### config.mk
export PLATFORM = sky130hd
export DESIGN_NAME = clock_phase_generator_flat
export DESIGN_NICKNAME = d
export VERILOG_FILES = /design/src/rtl/clock_phase_generator_if.sv /design/src/rtl/clock_phase_generator.sv /design/src/flat_wrapper.sv
export SDC_FILE = /design/constraint.sdc
export NUM_CORES = 1
export LEC_CHECK = 0
export ABC_AREA = 1
export BUFFER_PORTS_ARGS = -buffer_cell sky130_fd_sc_hd__buf_2
export CAP_MARGIN = 20
export CORE_MARGIN = 10
export CORE_UTILIZATION = 55
export DETAILED_ROUTE_END_ITERATION = 16
export GPL_TIMING_DRIVEN = 0
export HOLD_SLACK_MARGIN = 0.15
export MAX_ROUTING_LAYER = met4
export PLACE_DENSITY = 0.77
export SLEW_MARGIN = 20
export SYNTH_ARGS = -nofsm -noshare
export SYNTH_HDL_FRONTEND = slang
export SYNTH_SLANG_ARGS = --single-unit
### constraint.sdc
create_clock -name clk -period 1.8 [get_ports clk]
set_clock_uncertainty 0.05 [all_clocks]
set_input_delay 0.09 -clock clk [delete_from_list [all_inputs] [get_ports clk]]
set_output_delay 0.09 -clock clk [all_outputs]
set_load 0.02 [all_outputs]
### src/rtl/clock_phase_generator_if.sv
// Signal bundle between the LVDC phase generator and the logic that commands it.
// The slave side is the generator; the master side drives run/step and observes phases.
interface clock_phase_generator_if;
   logic       run;
   logic       step;
   logic       cgpp;
   logic       cgppn;
   logic       cgqp;
   logic       cgqpn;
   logic       cgrp;
   logic       cgrpn;
   logic       bop;
   logic [1:0] phase;
   logic       bit_strobe;
   logic       running;
   logic       step_busy;

   modport master (
      output run, step,
      input  cgpp, cgppn, cgqp, cgqpn, cgrp, cgrpn, bop,
      input  phase, bit_strobe, running, step_busy
   );

   modport slave (
      input  run, step,
      output cgpp, cgppn, cgqp, cgqpn, cgrp, cgrpn, bop,
      output phase, bit_strobe, running, step_busy
   );
endinterface

### src/rtl/clock_phase_generator.sv
// LVDC phase generator: divides clk into the W/X/Y/Z phases of one bit time,
// with free-run, halt-at-bit-boundary and single-bit stepping.
module clock_phase_generator #(
   parameter int DIV = 2,
   parameter int CW  = 8
) (
   input logic                    clk,
   input logic                    rst,
   clock_phase_generator_if.slave bus
);

   typedef enum logic [2:0] {HALT, PW, PX, PY, PZ} state_t;

   localparam logic [CW-1:0] LAST = CW'(DIV - 1);

   state_t        state, next_state;
   logic [CW-1:0] prescaler, next_prescaler;
   logic          stepping, next_stepping;
   logic          phase_end;

   logic       r_q, q_q, p_q, bop_q, strobe_q, running_q;
   logic [1:0] phase_q;
   logic       r_d, q_d, p_d, bop_d, strobe_d, running_d;
   logic [1:0] phase_d;

   assign phase_end = (prescaler == LAST);

   // Outputs are registered from the decoded next state so they switch cleanly on one edge.
   always_ff @(posedge clk or posedge rst) begin
      if (rst) begin
         state     <= HALT;
         prescaler <= '0;
         stepping  <= 1'b0;
         r_q       <= 1'b1;
         q_q       <= 1'b0;
         p_q       <= 1'b0;
         bop_q     <= 1'b1;
         phase_q   <= 2'd2;
         strobe_q  <= 1'b0;
         running_q <= 1'b0;
      end else begin
         state     <= next_state;
         prescaler <= next_prescaler;
         stepping  <= next_stepping;
         r_q       <= r_d;
         q_q       <= q_d;
         p_q       <= p_d;
         bop_q     <= bop_d;
         phase_q   <= phase_d;
         strobe_q  <= strobe_d;
         running_q <= running_d;
      end
   end

   always_comb begin
      next_state     = state;
      next_prescaler = prescaler;
      next_stepping  = stepping;

      unique case (state)
         HALT: begin
            if (bus.run) begin
               next_state = PZ;
            end else if (bus.step) begin
               next_state    = PZ;
               next_stepping = 1'b1;
            end
         end
         PZ: if (phase_end) next_state = PW;
         PW: if (phase_end) next_state = PX;
         PX: if (phase_end) next_state = PY;
         PY: begin
            if (phase_end) begin
               if (bus.run && !stepping) next_state = PZ;
               else                      next_state = HALT;
            end
         end
         default: next_state = HALT;
      endcase

      if (state == HALT || phase_end) next_prescaler = '0;
      else                            next_prescaler = prescaler + CW'(1);

      // A rising run converts a step bit to free-run, but only on a phase boundary.
      if (next_state == HALT)
         next_stepping = 1'b0;
      else if (state != HALT && phase_end && bus.run)
         next_stepping = 1'b0;
   end

   always_comb begin
      r_d       = 1'b1;
      q_d       = 1'b0;
      p_d       = 1'b0;
      bop_d     = 1'b1;
      phase_d   = 2'd2;
      running_d = (next_state != HALT);
      strobe_d  = (next_state == PW) && (next_prescaler == '0);

      unique case (next_state)
         PW: begin r_d = 1'b0; q_d = 1'b1; bop_d = 1'b0; phase_d = 2'd0; end
         PX: begin r_d = 1'b0; q_d = 1'b0; bop_d = 1'b0; phase_d = 2'd1; end
         PY: begin r_d = 1'b1; q_d = 1'b0; bop_d = 1'b0; phase_d = 2'd2; end
         PZ: begin r_d = 1'b1; q_d = 1'b1; bop_d = 1'b0; phase_d = 2'd3; end
         default: begin r_d = 1'b1; q_d = 1'b0; bop_d = 1'b1; phase_d = 2'd2; end
      endcase
   end

   // Each complement comes from the same flop as its true line, so the pair never agrees.
   assign bus.cgrp       = r_q;
   assign bus.cgrpn      = ~r_q;
   assign bus.cgqp       = q_q;
   assign bus.cgqpn      = ~q_q;
   assign bus.cgpp       = p_q;
   assign bus.cgppn      = ~p_q;
   assign bus.bop        = bop_q;
   assign bus.phase      = phase_q;
   assign bus.bit_strobe = strobe_q;
   assign bus.running    = running_q;
   assign bus.step_busy  = stepping;

endmodule

### src/flat_wrapper.sv
// flat-port wrapper written by rule: the top's interface ports become plain ports
module clock_phase_generator_flat 
#(
   parameter int DIV = 2,
   parameter int CW  = 8
)
  (clk, rst, bus_run, bus_step, bus_cgpp, bus_cgppn, bus_cgqp, bus_cgqpn, bus_cgrp, bus_cgrpn, bus_bop, bus_phase, bus_bit_strobe, bus_running, bus_step_busy);
  clock_phase_generator_if bus_i ();
  input logic clk;
  input logic rst;
  input wire logic [$bits(bus_i.run)-1:0] bus_run;
  input wire logic [$bits(bus_i.step)-1:0] bus_step;
  output wire logic [$bits(bus_i.cgpp)-1:0] bus_cgpp;
  output wire logic [$bits(bus_i.cgppn)-1:0] bus_cgppn;
  output wire logic [$bits(bus_i.cgqp)-1:0] bus_cgqp;
  output wire logic [$bits(bus_i.cgqpn)-1:0] bus_cgqpn;
  output wire logic [$bits(bus_i.cgrp)-1:0] bus_cgrp;
  output wire logic [$bits(bus_i.cgrpn)-1:0] bus_cgrpn;
  output wire logic [$bits(bus_i.bop)-1:0] bus_bop;
  output wire logic [$bits(bus_i.phase)-1:0] bus_phase;
  output wire logic [$bits(bus_i.bit_strobe)-1:0] bus_bit_strobe;
  output wire logic [$bits(bus_i.running)-1:0] bus_running;
  output wire logic [$bits(bus_i.step_busy)-1:0] bus_step_busy;
  assign bus_i.run = bus_run;
  assign bus_i.step = bus_step;
  assign bus_cgpp = bus_i.cgpp;
  assign bus_cgppn = bus_i.cgppn;
  assign bus_cgqp = bus_i.cgqp;
  assign bus_cgqpn = bus_i.cgqpn;
  assign bus_cgrp = bus_i.cgrp;
  assign bus_cgrpn = bus_i.cgrpn;
  assign bus_bop = bus_i.bop;
  assign bus_phase = bus_i.phase;
  assign bus_bit_strobe = bus_i.bit_strobe;
  assign bus_running = bus_i.running;
  assign bus_step_busy = bus_i.step_busy;
  clock_phase_generator #(.DIV(DIV), .CW(CW)) u_core (.clk(clk), .rst(rst), .bus(bus_i));
endmodule
==> results of run 1 <==
==> power by group through the flow <==
stage | combinational, mW | clock [mW] | sequential [mW]
6_report | 0.992 | 0.211 | 0.656
2_1_floorplan | 0.673 | 0 | 0.754
3_3_place_gp | 0.963 | 0 | 0.657
4_1_cts | 1.00 | 0.216 | 0.656
5_1_grt | 1.12 | 0.231 | 0.670
3_5_place_dp | 0.998 | 0 | 0.665
==> through the flow <==
stage	hold WS, ps	setup slack [ps]
6_report	192	186
5_1_grt	233	71.4
4_1_cts	197	195
3_5_place_dp	180	213
3_3_place_gp	179	266
2_1_floorplan	-11.1	352
==> layout make-up <==
type | count | area (sq um) | area share (%)
clock inverters | 1 | 5.00 | 0.407
plain buffers | 2 | 15.0 | 1.22
flip-flops and latches | 19 | 479 | 38.9
repair buffers | 15 | 85.1 | 6.91
inverters | 30 | 113 | 9.15
well taps | 27 | 33.8 | 2.74
clock buffers | 3 | 22.5 | 1.83
multi-input cells | 89 | 478 | 38.8
==> repair_timing <==
action,4_1_cts,5_1_grt
buffers inserted,0,0
hold buffers,2,0
hold endpoints to repair,17,0
==> final timing paths <==
path                                          to                start  cells past startpoint
setup / recovery            u_core.bus.step_busy  u_core.prescaler[0]                      9
hold reg to reg              u_core.prescaler[0]  u_core.prescaler[0]                      1
setup reg to reg            u_core.bus.step_busy  u_core.prescaler[0]                      9
hold / removal                   u_core.state[2]             bus_step                      5
min in group asynchronous  u_core.bus.bit_strobe                  rst                      3
max in group asynchronous    u_core.prescaler[0]                  rst                      3
==> placed cells by master, fill, tap and decap left out, drive strengths merged, types with 2 or more instances in the layout <==
master       Yosys  routed
dfstp            3       3
dfrtp           16      16
clkbuf           0       3
nand4            3       3
nor2            25      25
conb             2       2
o21ai            5       5
inv             29      29
nand3            8       8
clkinv           1       2
ha               2       2
nand2           36      36
dlygate4sd3      0       2
a21oi            4       4
buf              2      15
==> per-layer routing <==
metal  wire [um]  GRT usage (%)  vias to the layer above
li1            -              -                      455
met1         857           12.4                      407
met2        1100           19.5                       14
met3          49           1.72                        7
met4          57           7.49                        0
met5           0              -                        -
==> registers in the layout (all words and copies together), names as in the netlist <==
name / flops
u_core.bus.bit_strobe: 1
u_core.bus.bop: 1
u_core.bus.cgqp: 1
u_core.bus.cgrp: 1
u_core.bus.phase: 2
u_core.bus.running: 1
u_core.bus.step_busy: 1
u_core.prescaler: 8
u_core.state: 3
==> kinds of logic after synthesis <==
group	Yosys count	share of synthesized area (%)
AND/OR/NAND/NOR	73	34.5
other	2	0.692
AO/OA/AOI/OAI	11	5.77
buffers and inverters	32	11.8
adder cells (fa/ha/maj)	2	2.31
XOR/XNOR	1	0.808
flip-flops	19	44.2
==> critical path: stages (launching register included) <==
cell and delay [ps]:
sky130_fd_sc_hd__dfrtp_1 450, sky130_fd_sc_hd__ha_1 230, sky130_fd_sc_hd__nand2_2 110, sky130_fd_sc_hd__nor2_8 70
sky130_fd_sc_hd__nor2_2 140, sky130_fd_sc_hd__clkinv_1 100, sky130_fd_sc_hd__nand3_2 110, sky130_fd_sc_hd__nand2_2 70
sky130_fd_sc_hd__nor2_4 120, sky130_fd_sc_hd__nor2_2 50
==> impl_summary.md, run 1 <==
Routing
Using the TritonRoute via totals, the vias-per-cell ratio works out to 4.75. The pre-antenna-repair detailed-routing pass consisted of 4 iterations. The final wirelength is 2070 um. The final route contains 883 vias.

The mean routed wirelength per cell is 11.1 um. The remaining antenna violation count after routing is 0. The detailed-route DRC error count is 0. The first routing iteration left 67 violations.

Pwr
The relative contribution of the clock network to total power is 11.3%. Summed over all cells, the static leakage comes to 0.675 nW. The power per standard cell area is 1510 nW/um^2. The combinational share of power is 53.4%. The cell-internal power is 984 uW. The switching power is 874 uW. The post-route total power is 1.86 mW.

Net switching is 47.0% of the power. The peak supply drop is 0.891 mV. The proportion of power drawn by flip-flops and latches is 35.3%.

GRT
The total overflow left after global routing is 0. The via count of the first global-routing pass was 931. The global-route wire length before repair is 3840 um.

The largest net degree at the start of global routing is 20. The overall global routing resource usage is 11.6%. The initial antenna violation count is 0.

Finish
The net count of the finished layout is 166. Once layout is complete, the cells apart from fillers number 186. The utilization after layout is 64.1%.

Compared with the post-synthesis result, the final layout area differs by 13.5%. The post-layout instance area is 1230 sq um. The number of antenna diodes is 0.

Counting the fill cells in the layout gives 169. The post-route netlist has 28.3% of its cells at a drive strength greater than 1.

Floorplan
The floorplan step defined a core boundary enclosing 1920 sq um. The floorplan step set the die width to 64.4 um. The initial utilization of the core area, before any placement, comes to 56.4%. The total number of placement rows is 16.

The number of I/O pins is 16. The area of the die is 4150 sq um. The vertical die dimension is 64.4 um.

Critical path
The critical path launch point type is a flop. The start-to-end type of the worst setup path is reg2reg. STA classifies the critical path endpoint as a flop.

For the worst setup path, the data required time is 1940 ps. In this run the register-to-register setup slack is 190 ps. The largest fanout of any net on the critical path is 8. The data arrival time of the worst path is 1750 ps.

STA
Setup repair after global routing left no endpoint under its margin. The number of pins exceeding their max-slew limit in the final report is 0. The final critical delay including setup and external delays is 1610 ps. The maximum clock frequency is 0.620 GHz. Setup violations remaining at the end of the flow were counted as 0. The post-route setup TNS is 0 ps. The final hold violation count came to 0. Dividing the final minimum period by the clock period gives 89.7%. In this run the tightest slew margin relative to its limit is 53.3%. The measured slew at the worst slew-check pin is 700 ps.

Placement
The total instance count after detailed placement is 180. The HPWL reported at the end of detailed placement is 1650 um. In this run the tool buffered the top-level ports with 13 buffer cells. The placed cell area is 1180 sq um. Routability-driven placement finished with a final weighted congestion of 0.853.

CTS
The CTS buffer count is 3. The clock reaches the later pin of the worst-skew pair after 300 ps. The tree built by TritonCTS fans out to 19 sinks. The H-tree level count is 1. TritonCTS built the clock tree. The cell at the root of the clock tree is sky130_fd_sc_hd__clkbuf_4. Clock-pin slew was measured on the worst setup and hold paths at 110 ps. Once the clock tree was built, the resizer swapped 0 gates to a different size. The clock passes through at most 2 buffers.

Yosys
The area share of the largest cell type after synthesis is 36.9%. In the synthesized netlist the async set-or-reset flop fraction comes to 100%. The most instantiated library cell after synthesis is sky130_fd_sc_hd__nand2_1. The Yosys step of the flow raised 0 warnings. The count of flip-flops with a built-in enable after synthesis is 0. Ranked by total cell area, the synthesized netlist is headed by sky130_fd_sc_hd__dfrtp_1 37%, sky130_fd_sc_hd__nand2_1 10%, sky130_fd_sc_hd__inv_1 9.3%, sky130_fd_sc_hd__dfstp_2 7.3%, sky130_fd_sc_hd__nor2_1 4.8%. The mapped netlist covers 1080 sq um. Sorting the synthesized cells by how often they occur yields 29 x sky130_fd_sc_hd__nand2_1, 27 x sky130_fd_sc_hd__inv_1, 16 x sky130_fd_sc_hd__dfrtp_1. The commonest register cell after synthesis is sky130_fd_sc_hd__dfrtp_1. The number of library cell types mapped by synthesis is 25.

The average cell area after synthesis is 7.75 sq um. The cell type with the highest aggregate area in the netlist is sky130_fd_sc_hd__dfrtp_1. When the netlist entered floorplanning its net count stood at 146. The gate count of the mapped netlist is 140. For this run, the register share of the synthesized area comes to 44.2%. After synthesis the netlist holds a flip-flop and latch count of 19.

Flow run
The max-capacitance violation count is 0.

Hold path
The min-delay analysis places its worst path in the category in2reg.

Run status
The run finished with clean final reports.
Power figures use the tool's default switching activity.
==> run 2: changes to the inputs <==
--- a/config.mk
+++ b/config.mk
@@ -5,16 +5,16 @@
 export SDC_FILE = /design/constraint.sdc
 export NUM_CORES = 1
 export LEC_CHECK = 0
-export ABC_AREA = 1
+export ABC_AREA = 0
 export BUFFER_PORTS_ARGS = -buffer_cell sky130_fd_sc_hd__buf_2
 export CAP_MARGIN = 20
 export CORE_MARGIN = 10
-export CORE_UTILIZATION = 55
+export CORE_UTILIZATION = 53
 export DETAILED_ROUTE_END_ITERATION = 16
 export GPL_TIMING_DRIVEN = 0
 export HOLD_SLACK_MARGIN = 0.15
 export MAX_ROUTING_LAYER = met4
-export PLACE_DENSITY = 0.77
+export PLACE_DENSITY = 0.76
 export SLEW_MARGIN = 20
 export SYNTH_ARGS = -nofsm -noshare
 export SYNTH_HDL_FRONTEND = slang
==> run 2 against run 1 <==
Against the previous run:
- non-clock buffer count grew 13
- the run now ends with setup timing left
- utilization grew 7.7 points
- critical endpoint unchanged
- clock-buffer cell count stayed put
- global-route usage decreased by 0.94 points
- synthesized cell count decreased by 29%
- cell area increased by 0.61%
- total power is 11% higher
- combinational power increased by 21%
- sequential power about the same
- cell count shrank 18%
- highest routed layer unchanged
- register-to-register slack got worse by 420 ps
==> impl_summary.md, run 2 <==
Run status
The flow ran to the end, but the final reports show violations. The checks that failed: setup timing.

Placement
The weighted congestion reported at the end of routability-driven placement is 0.888 (+4.1%). The total instance count after detailed placement is 137 (-24%). The post-placement worst setup slack is -344 ps (-557 ps). The placed cell area came to 1060 sq um (-10%). The number of I/O port buffers is 13 (unchanged). The HPWL reported at the end of detailed placement was 1310 um (-20%).

Yosys
By area, the combinational part of the netlist is dominated by simple AND/OR/NAND/NOR gates. The gate count of the mapped netlist is 99 (-29%). The most used flip-flop cell after synthesis is sky130_fd_sc_hd__dfrtp_1. The count of flip-flops with a built-in enable after synthesis is 0 (unchanged).

The post-synthesis sequential area ratio is 50.0% (+5.8 points). The post-synth net total is 105 (-28%). The area share of the largest cell type after synthesis came to 41.8% (+4.9 points). The share of synthesized cell area in and, or, nand and nor gates came to 21.4% (-13 points). The proportion of synthesized flip-flops having asynchronous set or reset is 100% (unchanged). The post-synthesis share of cell area spent on xor and xnor gates was 6.40% (+5.6 points).

The number of synthesis warnings came to 0 (unchanged). The fraction of the mapped netlist area in compound gates is 13.3% (+7.5 points). The most instantiated library cell after synthesis is sky130_fd_sc_hd__dfrtp_1. The number of library cell types mapped by synthesis is 34 (+36%). The synthesized flop and latch total is 19 (unchanged). The post-synthesis adder-cell area fraction is 2.61% (+0.30 points). The cell type with the highest aggregate area in the netlist is sky130_fd_sc_hd__dfrtp_1. By area the synthesized netlist is led by sky130_fd_sc_hd__dfrtp_1 42%, sky130_fd_sc_hd__dfstp_2 8.2%, sky130_fd_sc_hd__nor2_1 5.5%, sky130_fd_sc_hd__xnor2_1 3.7%, sky130_fd_sc_hd__o31ai_1 3.1%. The combined area of all synthesized cells is 958 sq um (-12%). The multiplexer share of the synthesized area is 0% (unchanged). The average cell area after synthesis is 9.68 sq um (+25%). By count the netlist is led by 16 x sky130_fd_sc_hd__dfrtp_1, 14 x sky130_fd_sc_hd__nor2_1, 6 x sky130_fd_sc_hd__inv_1.

Pwr
The power per standard cell area is 1670 nW/um^2 (+10%). The switching power as a share of total power is 41.7% (-5.4 points). The peak supply drop came to 1.09 mV (+23%).

The cell-internal power came to 1.20 mW (+22%). The leakage power summed over all cells is 0.574 nW (-15%). The switching power is 861 uW (-1.5%). The relative contribution of the clock network to total power came to 9.9% (-1.4 points). The proportion of power drawn by flip-flops and latches is 31.9% (-3.4 points). The combinational share of power was 58.2% (+4.8 points).

Critical path
The data arrival time of the worst path was 2200 ps (+450 ps). The critical path's top delay family is simple AND/OR/NAND/NOR gates. The required time at the endpoint of the critical path is 1970 ps (+30 ps). The largest fanout of any net on the critical path is 4 (-4). The slowest cell on the critical path is sky130_fd_sc_hd__or4b_4. The delay contributed by the slowest stage of the critical path is 500 ps (+50 ps). The reg2reg setup slack is -230 ps (-420 ps). Traced cell by cell, the critical path runs through inv_1 -> ha_1 -> or4b_4 -> or3_1 -> a22o_1 -> inv_2 -> nor3_4 -> a211oi_2.

The critical path capture point type is a flop. The critical register-to-register path startpoint is u_core.prescaler[1]. The critical path launch point type is a flop. The critical path buffer and inverter count is 2 (+1). In this run the critical register-to-register path is captured at u_core.bus.step_busy. The depth of the worst register-to-register path was 8 (-1).

The worst setup path is of the reg2reg kind.

Finish
The layout-stage area growth over the synthesis result is 29.2%. The number of antenna diodes is 0 (unchanged). The most flop-heavy register is u_core.prescaler.

The utilization after layout is 71.7% (+7.7 points). The post-layout instance area is 1240 sq um (+0.61%). The post-layout instance count excluding filler cells came to 153 (-18%). The area taken by multi-input logic gates came to 469 sq um (-1.8%). The net count of the finished layout was 135 (-19%). The number of flip-flops under the largest register name is 8 (unchanged).

Leaving out fill and tap cells, the most frequent cells in the layout are 15 x sky130_fd_sc_hd__dfrtp_1, 14 x sky130_fd_sc_hd__nor2_1, 13 x sky130_fd_sc_hd__buf_2, 9 x sky130_fd_sc_hd__buf_4, 6 x sky130_fd_sc_hd__inv_1. Leaving out fill and tap cells, the most frequent cell in the layout is sky130_fd_sc_hd__dfrtp_1. The number of filler cells placed in the layout was 128 (-24%). The footprint of the flip-flops and latches is 480 sq um (+0.26%).

The layout cell share with drive strength beyond 1 was 35.2% (+6.9 points).

Routing
The ratio of routed vias to standard cells is 5.20 (+9.6%). The number of violations reported at the end of detailed-routing iteration 0 was 26 (-61%). The number of search-and-repair iterations in the first detailed-routing pass came to 4 (unchanged). The routed via count came to 796 (-9.9%). The final wirelength is 2030 um (-1.8%). The remaining antenna violation count after routing is 0 (unchanged). The detailed-route DRC error count is 0 (unchanged). The mean routed wirelength per cell is 13.3 um (+19%).

GRT
The initial antenna violation count is 0 (unchanged). The global-route wire length before repair is 3440 um (-10%). The overall global routing resource usage is 10.6% (-0.94 points). The total global routing overflow came to 0 (unchanged). The via count of the first global-routing pass is 769 (-17%). The largest net degree at the start of global routing came to 20 (unchanged).

Floorplan
The area of the die is 3910 sq um (-5.8%). The total number of placement rows is 15 (-1). The effective utilization at floorplan is 55.5% (-0.94 points). The vertical die dimension is 62.5 um (-2.9%). The number of I/O pins is 16 (unchanged). The overall die width came to 62.5 um (-2.9%). The total core area is 1730 sq um (-10%).

CTS
The maximum buffer depth of the clock tree was 2 (unchanged). The number of sinks on the clock net was 19 (unchanged). The clock-pin slew reported for the worst setup and hold paths after clock tree synthesis is 100 ps (about the same). The H-tree level count is 1 (unchanged). The root buffer cell chosen for the clock tree is sky130_fd_sc_hd__clkbuf_4. The worst-skew pair later-pin latency is 290 ps (about the same). The TritonCTS clock tree is done. The CTS buffer count is 3 (unchanged).

STA
The post-route setup TNS is -1550 ps (-1550 ps). The final hold violation count came to 0 (unchanged). The number of pins exceeding their max-slew limit in the final report is 0 (unchanged). The maximum clock frequency is 0.492 GHz (-21%). The measured slew at the worst slew-check pin was 662 ps (-37.7 ps). The final critical delay including setup and external delays is 2030 ps (+420 ps).

Setup repair after global routing could not meet its margin everywhere. The relative slew slack was 55.8% (+2.5 points). The count of endpoints failing setup in the final report came to 14 (+14).

The ratio of final minimum period to clock period is 113% (+23 points). The slack of the critical path was -233 ps (-420 ps).

Flow run
The max-capacitance violation count came to 0 (unchanged).

Hold path
The kind of path behind the tightest hold check is in2async.
run 2: routing by layer:
| layer | wire [um] | global-route usage, % | vias to the layer above |
|---|---|---|---|
| met1 | 850 | 11.6 | 374 |
| met5 | 0 | - | - |
| met4 | 19 | 2.23 | 0 |
| li1 | - | - | 395 |
| met3 | 160 | 5.20 | 4 |
| met2 | 997 | 17.2 | 23 |
run 2: cell type report:
| class | instances | area share [%] |
|---|---|---|
| inverters | 7 | 2.12 |
| repair buffers | 26 | 14.6 |
| well taps | 25 | 2.53 |
| multi-input cells | 68 | 37.9 |
| plain buffers | 4 | 1.82 |
| clock inverters | 1 | 0.404 |
| flip-flops and latches | 19 | 38.8 |
| clock buffers | 3 | 1.82 |
run 2: power by group through the flow:
stage | logic [mW] | registers, mW | clock network, mW
2_1_floorplan | 0.550 | 0.763 | 0
3_3_place_gp | 0.840 | 0.673 | 0
3_5_place_dp | 0.861 | 0.677 | 0
4_1_cts | 1.09 | 0.655 | 0.213
5_1_grt | 1.31 | 0.673 | 0.240
6_report | 1.20 | 0.659 | 0.205
run 2: worst max path at each step:
| stage | startpoint | end | slack, ps | cells past startpoint |
|---|---|---|---|---|
| final | u_core.prescaler[1] | u_core.bus.step_busy | -230 | 8 |
| after global routing | u_core.prescaler[1] | u_core.bus.step_busy | -330 | 8 |
| after CTS | u_core.prescaler[1] | u_core.bus.step_busy | -250 | 8 |
| after detailed placement | u_core.prescaler[0] | u_core.bus.running | -340 | 7 |
| after global placement | u_core.prescaler[0] | u_core.bus.running | -310 | 7 |
| after floorplan | u_core.prescaler[1] | u_core.bus.step_busy | -130 | 8 |
run 2: kinds of logic after synthesis:
group	after synthesis
XOR/XNOR	7
buffers and inverters	12
AO/OA/AOI/OAI	18
AND/OR/NAND/NOR	39
adder cells (fa/ha/maj)	2
flip-flops	19
other	2
run 2: timing repair:
item                                    in CTS  in global routing
hold endpoints to repair                    17                  0
setup buffers                                8                  2
gates resized for setup                      5                  7
hold buffers                                 3                  0
endpoints found under the setup margin      15                 16
pin swaps                                    6                  4
run 2: worst min-delay path, delay by kind of cell:
kind / cells / cell delay [ps]
buffers and inverters: 3 / 1130
run 2: metrics by stage:
stage	hold WS, ps	power, mW
detailed placement	175	1.54
finish	373	2.07
global route	426	2.22
floorplan	-11.1	1.31
CTS	387	1.95
global placement	169	1.51
